[config.mk]
export PLATFORM = sky130hd
export DESIGN_NAME = cavlc_scan_ctrl_flat
export DESIGN_NICKNAME = d
export VERILOG_FILES = /design/src/rtl/cavlc_scan_ctrl_if.sv /design/src/rtl/cavlc_scan_ctrl.sv /design/src/flat_wrapper.sv
export SDC_FILE = /design/constraint.sdc
export NUM_CORES = 1
export LEC_CHECK = 0
export CORE_ASPECT_RATIO = 0.9
export CORE_UTILIZATION = 44
export DETAILED_ROUTE_END_ITERATION = 16
export PLACE_DENSITY = 0.81
export SYNTH_ARGS = -nofsm -noshare
export SYNTH_HDL_FRONTEND = slang
export SYNTH_SLANG_ARGS = --single-unit
export TNS_END_PERCENT = 50
[constraint.sdc]
create_clock -name clk -period 2.44 [get_ports clk]
set_clock_uncertainty 0.1 [all_clocks]
set_input_delay 0.488 -clock clk [delete_from_list [all_inputs] [get_ports clk]]
set_output_delay 0.488 -clock clk [all_outputs]
set_load 0.005 [all_outputs]
[src/rtl/cavlc_scan_ctrl_if.sv]
// rtl/cavlc_scan_ctrl_if.sv - coefficient buffer and statistics counter bus for cavlc_scan_ctrl
//
// Groups everything between the scan controller and its neighbours:
//   start, stall      : block request and downstream hold (into the controller)
//   coeff_addr/rd_en  : synchronous-read coefficient buffer port (from the controller)
//   coeff_rdata       : buffer read data, valid the cycle after rd_en (into the controller)
//   cnt_rst/start_cnt : clear and count-enable strobes to the statistics counters
//   coeff_o           : coefficient presented to the counters while start_cnt is high
//   total_coeff       : running count of nonzero coefficients in the block
//   busy, done        : controller status; done is a one-cycle "results final" pulse
// master = controller side, slave = buffer/counter/encoder side.

interface cavlc_scan_ctrl_if #(
  parameter int ADDR_W = 4
) ();
  logic              start;
  logic              stall;
  logic [ADDR_W-1:0] coeff_addr;
  logic              coeff_rd_en;
  logic [7:0]        coeff_rdata;
  logic              cnt_rst;
  logic              start_cnt;
  logic [7:0]        coeff_o;
  logic [4:0]        total_coeff;
  logic              busy;
  logic              done;

  modport master (
    input  start, stall, coeff_rdata,
    output coeff_addr, coeff_rd_en, cnt_rst, start_cnt, coeff_o, total_coeff, busy, done
  );

  modport slave (
    output start, stall, coeff_rdata,
    input  coeff_addr, coeff_rd_en, cnt_rst, start_cnt, coeff_o, total_coeff, busy, done
  );
endinterface

[src/rtl/cavlc_scan_ctrl.sv]
// rtl/cavlc_scan_ctrl.sv - reverse zig-zag scan sequencer feeding the CAVLC statistics counters
//
// Walks one residual block from coefficient MAX_COEFF-1 down to 0, clearing the
// statistics counters first, presenting each coefficient with start_cnt, counting
// nonzero coefficients into total_coeff, and pulsing done when all results are final.
//
// Ports:
//   clk         : system clock
//   rst         : synchronous active-high reset
//   h264_reset  : synchronous active-high encoder abort, same effect as rst
//   bus         : cavlc_scan_ctrl_if master (start/stall in, buffer read port,
//                 counter strobes, coeff_o, total_coeff, busy, done)
//
// Parameters:
//   MAX_COEFF   : coefficients per block (16 luma 4x4, 15 AC, 4 chroma DC)
//   ADDR_W      : buffer address width, 2**ADDR_W >= MAX_COEFF

module cavlc_scan_ctrl #(
  parameter int MAX_COEFF = 16,
  parameter int ADDR_W    = 4
) (
  input  logic              clk,
  input  logic              rst,
  input  logic              h264_reset,
  cavlc_scan_ctrl_if.master bus
);

  localparam logic [ADDR_W-1:0] LAST_IDX = ADDR_W'(MAX_COEFF - 1);

  typedef enum logic [1:0] {
    IDLE = 2'd0,
    CLR  = 2'd1,
    READ = 2'd2,
    DONE = 2'd3
  } state_t;

  state_t            state_q, state_d;
  logic [ADDR_W-1:0] idx_q, idx_d;
  // addr_q remembers the last address issued so the buffer port holds it
  // through stalls and after the scan ends.
  logic [ADDR_W-1:0] addr_q, addr_d;
  logic [4:0]        total_q, total_d;
  logic              rd_en;
  logic              any_rst;

  assign any_rst = rst | h264_reset;

  always_ff @(posedge clk) begin
    if (any_rst) begin
      state_q <= IDLE;
      idx_q   <= '0;
      addr_q  <= '0;
      total_q <= '0;
    end else begin
      state_q <= state_d;
      idx_q   <= idx_d;
      addr_q  <= addr_d;
      total_q <= total_d;
    end
  end

  always_comb begin
    state_d = state_q;
    idx_d   = idx_q;
    addr_d  = addr_q;
    total_d = total_q;
    rd_en   = 1'b0;

    case (state_q)
      IDLE: begin
        if (bus.start) state_d = CLR;
      end

      // Prefetch the highest coefficient so it is on coeff_rdata in the first READ cycle.
      CLR: begin
        rd_en   = 1'b1;
        addr_d  = LAST_IDX;
        idx_d   = LAST_IDX;
        total_d = '0;
        state_d = READ;
      end

      // coeff_rdata holds coeff[idx]; while consuming it, fetch coeff[idx-1].
      READ: begin
        if (!bus.stall) begin
          if (bus.coeff_rdata != 8'd0) total_d = total_q + 5'd1;
          if (idx_q != '0) begin
            rd_en  = 1'b1;
            addr_d = idx_q - ADDR_W'(1);
            idx_d  = idx_q - ADDR_W'(1);
          end else begin
            state_d = DONE;
          end
        end
      end

      DONE: begin
        state_d = IDLE;
      end

      default: begin
        state_d = IDLE;
      end
    endcase
  end

  assign bus.coeff_addr  = addr_d;
  assign bus.coeff_rd_en = rd_en;
  assign bus.cnt_rst     = (state_q == CLR);
  assign bus.start_cnt   = (state_q == READ) && !bus.stall;
  assign bus.coeff_o     = bus.coeff_rdata;
  assign bus.total_coeff = total_q;
  assign bus.busy        = (state_q != IDLE);
  assign bus.done        = (state_q == DONE);

endmodule

[src/flat_wrapper.sv]
// flat-port wrapper written by rule: the top's interface ports become plain ports
module cavlc_scan_ctrl_flat 
#(
  parameter int MAX_COEFF = 16,
  parameter int ADDR_W    = 4
)
  (clk, rst, h264_reset, bus_start, bus_stall, bus_coeff_rdata, bus_coeff_addr, bus_coeff_rd_en, bus_cnt_rst, bus_start_cnt, bus_coeff_o, bus_total_coeff, bus_busy, bus_done);
  cavlc_scan_ctrl_if #(.ADDR_W(ADDR_W)) bus_i ();
  input  logic clk;
  input  logic rst;
  input  logic h264_reset;
  input wire logic [$bits(bus_i.start)-1:0] bus_start;
  input wire logic [$bits(bus_i.stall)-1:0] bus_stall;
  input wire logic [$bits(bus_i.coeff_rdata)-1:0] bus_coeff_rdata;
  output wire logic [$bits(bus_i.coeff_addr)-1:0] bus_coeff_addr;
  output wire logic [$bits(bus_i.coeff_rd_en)-1:0] bus_coeff_rd_en;
  output wire logic [$bits(bus_i.cnt_rst)-1:0] bus_cnt_rst;
  output wire logic [$bits(bus_i.start_cnt)-1:0] bus_start_cnt;
  output wire logic [$bits(bus_i.coeff_o)-1:0] bus_coeff_o;
  output wire logic [$bits(bus_i.total_coeff)-1:0] bus_total_coeff;
  output wire logic [$bits(bus_i.busy)-1:0] bus_busy;
  output wire logic [$bits(bus_i.done)-1:0] bus_done;
  assign bus_i.start = bus_start;
  assign bus_i.stall = bus_stall;
  assign bus_i.coeff_rdata = bus_coeff_rdata;
  assign bus_coeff_addr = bus_i.coeff_addr;
  assign bus_coeff_rd_en = bus_i.coeff_rd_en;
  assign bus_cnt_rst = bus_i.cnt_rst;
  assign bus_start_cnt = bus_i.start_cnt;
  assign bus_coeff_o = bus_i.coeff_o;
  assign bus_total_coeff = bus_i.total_coeff;
  assign bus_busy = bus_i.busy;
  assign bus_done = bus_i.done;
  cavlc_scan_ctrl #(.MAX_COEFF(MAX_COEFF), .ADDR_W(ADDR_W)) u_core (.clk(clk), .rst(rst), .h264_reset(h264_reset), .bus(bus_i));
endmodule
==> flow_metrics.tcl <==
set metrics [dict create \
    r2r-start "u_core.idx_q[0]" \
    synth_top_area_share_pct 30.89 \
    critPathRequiredTime_ns 1.85 \
    r2r_setup_slack_ns 0.53 \
    cp_max_fo 4 \
    max-clock-path-buffers 2 \
    cts_made_buffers 3 \
    timing.setup.tns_ns 0 \
    reg2reg_depth 7 \
    drive_gt1_share_pct 32.93 \
    cp-end-kind "output pin" \
    clockRootBuffer "clkbuf_4" \
    worst_slew_pin_slew_ns 0.5599 \
    yosysUniqueCellTypes 39 \
    dr.pass1.iters 4 \
    setup_slack_ns 0.03710 \
    yosys_warnings 0 \
    p_per_area_nw_per_um2 362.8 \
    startpoint "u_core.state_q[0]" \
    fillerInstances 136 \
    multi_input_area_um2 625.6 \
    die_area_um2 2402 \
    rsz0062_at_grt "yes" \
    worstSkewPairLatency_ns 0.30 \
    grtUsageTotal_pct 25.56 \
    worstPathCellList "inv_4, ha_4, inv_4, a211o_1, buf_6, a22o_1, clkbuf_2" \
    synth_most_common_cell "dfxtp_1" \
    viasPerCell 5.333 \
    hold_depth 2 \
    yosysSeqAreaShare_pct 30.89 \
    critPathMaxStageDelay_ns 0.36 \
    rows 15 \
    pre_cts_ws_ns -0.2151 \
    p_leak_uw 0.0006838 \
    syn_area_um2 972.2 \
    max_freq_mhz 416.2 \
    ant_nets 0 \
    grt_pass1_wl_um 4278 \
    status "completed" \
    synth_cells 113 \
    period_needed_ns 2.403 \
    drcViolationCount 0 \
    peakVddDrop_uv 260.4 \
    start_util_pct 48.87 \
    cts_tree "built" \
    antenna_found_initial 0 \
    critPathLaunchType "register" \
    synth_top_cells_by_count "dfxtp_1 (15), nor2_1 (10), inv_1 (9)" \
    worstSetupPathType "register to output pin" \
    clkTransAtPathRegs_ns 0.09 \
    ys_top_cells_by_area "dfxtp_1 (31%), ha_1 (9.0%), buf_4 (6.2%)" \
    min_from "u_core.bus.total_coeff[1]" \
    drt-initial-drc-count 32 \
    ys_ff_latch 15 \
    nets 188 \
    syn_nets 133 \
    gp_congestion 0.8360 \
    dpl.hpwl_um 2011 \
    grt_max_degree 11 \
    place_area_um2 1395 \
    total_power_uw 569.2 \
    synthArstFlopShare_pct 0 \
    syn_to_final_growth_pct 61.39 \
    cts.sinks 15 \
    h-tree-depth 1 \
    r2r-end "u_core.state_q[1]" \
    finalMaxSlewViolations 0 \
    setup_viol 0 \
    core_um2 1989 \
    grt_pass1_vias 968 \
    detail_route.wl_per_cell_um 15.49 \
    crit_slowest_cell "dfxtp_2" \
    grt-ovfl-total 0 \
    seq_area_um2 305.3 \
    fin_crit_sh_pct 98.48 \
    synth_largest_area_cell "dfxtp_1" \
    slew_headroom_pct 62.60 \
    crit_arrival_ns 1.81 \
    die_x_um 51.55 \
    die_h_um 46.60 \
    io_buffers 34 \
    routed-via-count 1024 \
    wl_um 2974 \
    final_area_um2 1569 \
    dominantRegCellSynth "dfxtp_1" \
    min_path_type "register to register" \
    finalHoldViolCount 0 \
    drv_cap 0 \
    utilization_pct 78.87 \
    synth_edf_count 0 \
    cts_hold_buf 0 \
    diodes 0 \
    hold_end "u_core.bus.total_coeff[1]" \
    ios 35 \
    crit_top_cell "inv_4" \
    synth_area_per_cell_um2 8.603 \
]
-- worst max-delay path: cells and delay by family (launching register included) --
| family | cells | cell delay [ns] |
|---|---|---|
| adder cells (fa/ha/maj) | 1 | 0.27 |
| AO/OA/AOI/OAI | 2 | 0.54 |
| flip-flops | 1 | 0.36 |
| buffers and inverters | 4 | 0.35 |
-- report_power, final --
group	total [uW]	internal [uW]	leakage, uW	switching [uW]
sequential	253	250	0.000123	3.78
combinational	165	93.4	0.000546	71.3
clock	151	63.9	0.0000150	87.1
-- metal layers --
layer	vias to the layer above	part of all wire [%]	GRT usage (%)
met5	-	0	0
met4	0	2.2	11.35
met3	8	3.1	7.261
met2	21	53	47.27
met1	493	42	27.31
li1	502	-	-
-- sequential cells by signal, indices dropped and copies added (netlist names) --
name	flops
u_core.bus.total_coeff	5
u_core.addr_q	4
u_core.idx_q	4
u_core.state_q	2
-- layout make-up --
| cell class | instances | area share [%] |
|---|---|---|
| repair buffers | 62 | 34.53 |
| multi-input cells | 77 | 39.87 |
| flip-flops and latches | 15 | 19.46 |
| clock buffers | 4 | 1.675 |
| inverters | 9 | 2.472 |
| well taps | 25 | 1.994 |
-- what timing repair did --
| action | in CTS | in global routing |
|---|---|---|
| setup endpoints to repair | 6 | 6 |
| resized for setup | 30 | 8 |
| pin swaps | 3 | 3 |
| buffers inserted | 6 | 4 |
-- worst max-delay path by stage --
| stage | endpoint | slack [ns] | cells past startpoint |
|---|---|---|---|
| final | bus_coeff_addr[0] | 0.04 | 7 |
| after global routing | bus_coeff_addr[0] | -0.03 | 7 |
| after CTS | bus_coeff_addr[3] | -0.02 | 6 |
| after detailed placement | bus_coeff_addr[1] | -0.22 | 5 |
| after global placement | bus_coeff_addr[3] | -0.21 | 4 |
| after floorplan | bus_coeff_addr[3] | 0.34 | 5 |
-- per-stage QoR --
step | cells | hold slack [ns]
2_1_floorplan | 113 | 0.3810
3_3_place_gp | 178 | 0.3863
3_5_place_dp | 178 | 0.4067
4_1_cts | 188 | 0.4182
5_1_grt | 192 | 0.4713
6_report | 192 | 0.4313
-- cells by family after synthesis --
group                      count (synthesis)  share of synthesized area [%]
and+or+nand+nor                           41                          23.42
AOI/OAI and AO/OA                         23                          18.79
buffers and inverters                     21                          12.10
DFF                                       15                          30.89
adders and majority gates                  7                          9.009
xor gates and xnor gates                   4                          3.604
muxes                                      2                          2.188
-- placed cells by master, fill, tap and decap left out, types with 2 or more instances in the layout --
master	n
and2_1	4
o31ai_1	2
nor4_1	2
inv_4	2
nor3_1	7
a21oi_1	2
dfxtp_1	11
buf_4	26
buf_6	2
nand2_1	6
inv_1	6
dlymetal6s2s_1	2
nor2_1	9
ha_4	3
nor2b_1	2
a22o_1	2
nand3_1	2
a211oi_1	4
clkbuf_2	3
clkdlybuf4s50_1	27
ha_1	4
clkbuf_4	3
dfxtp_2	4
o21ai_0	3
xnor2_1	3
Power figures use the tool's default switching activity.
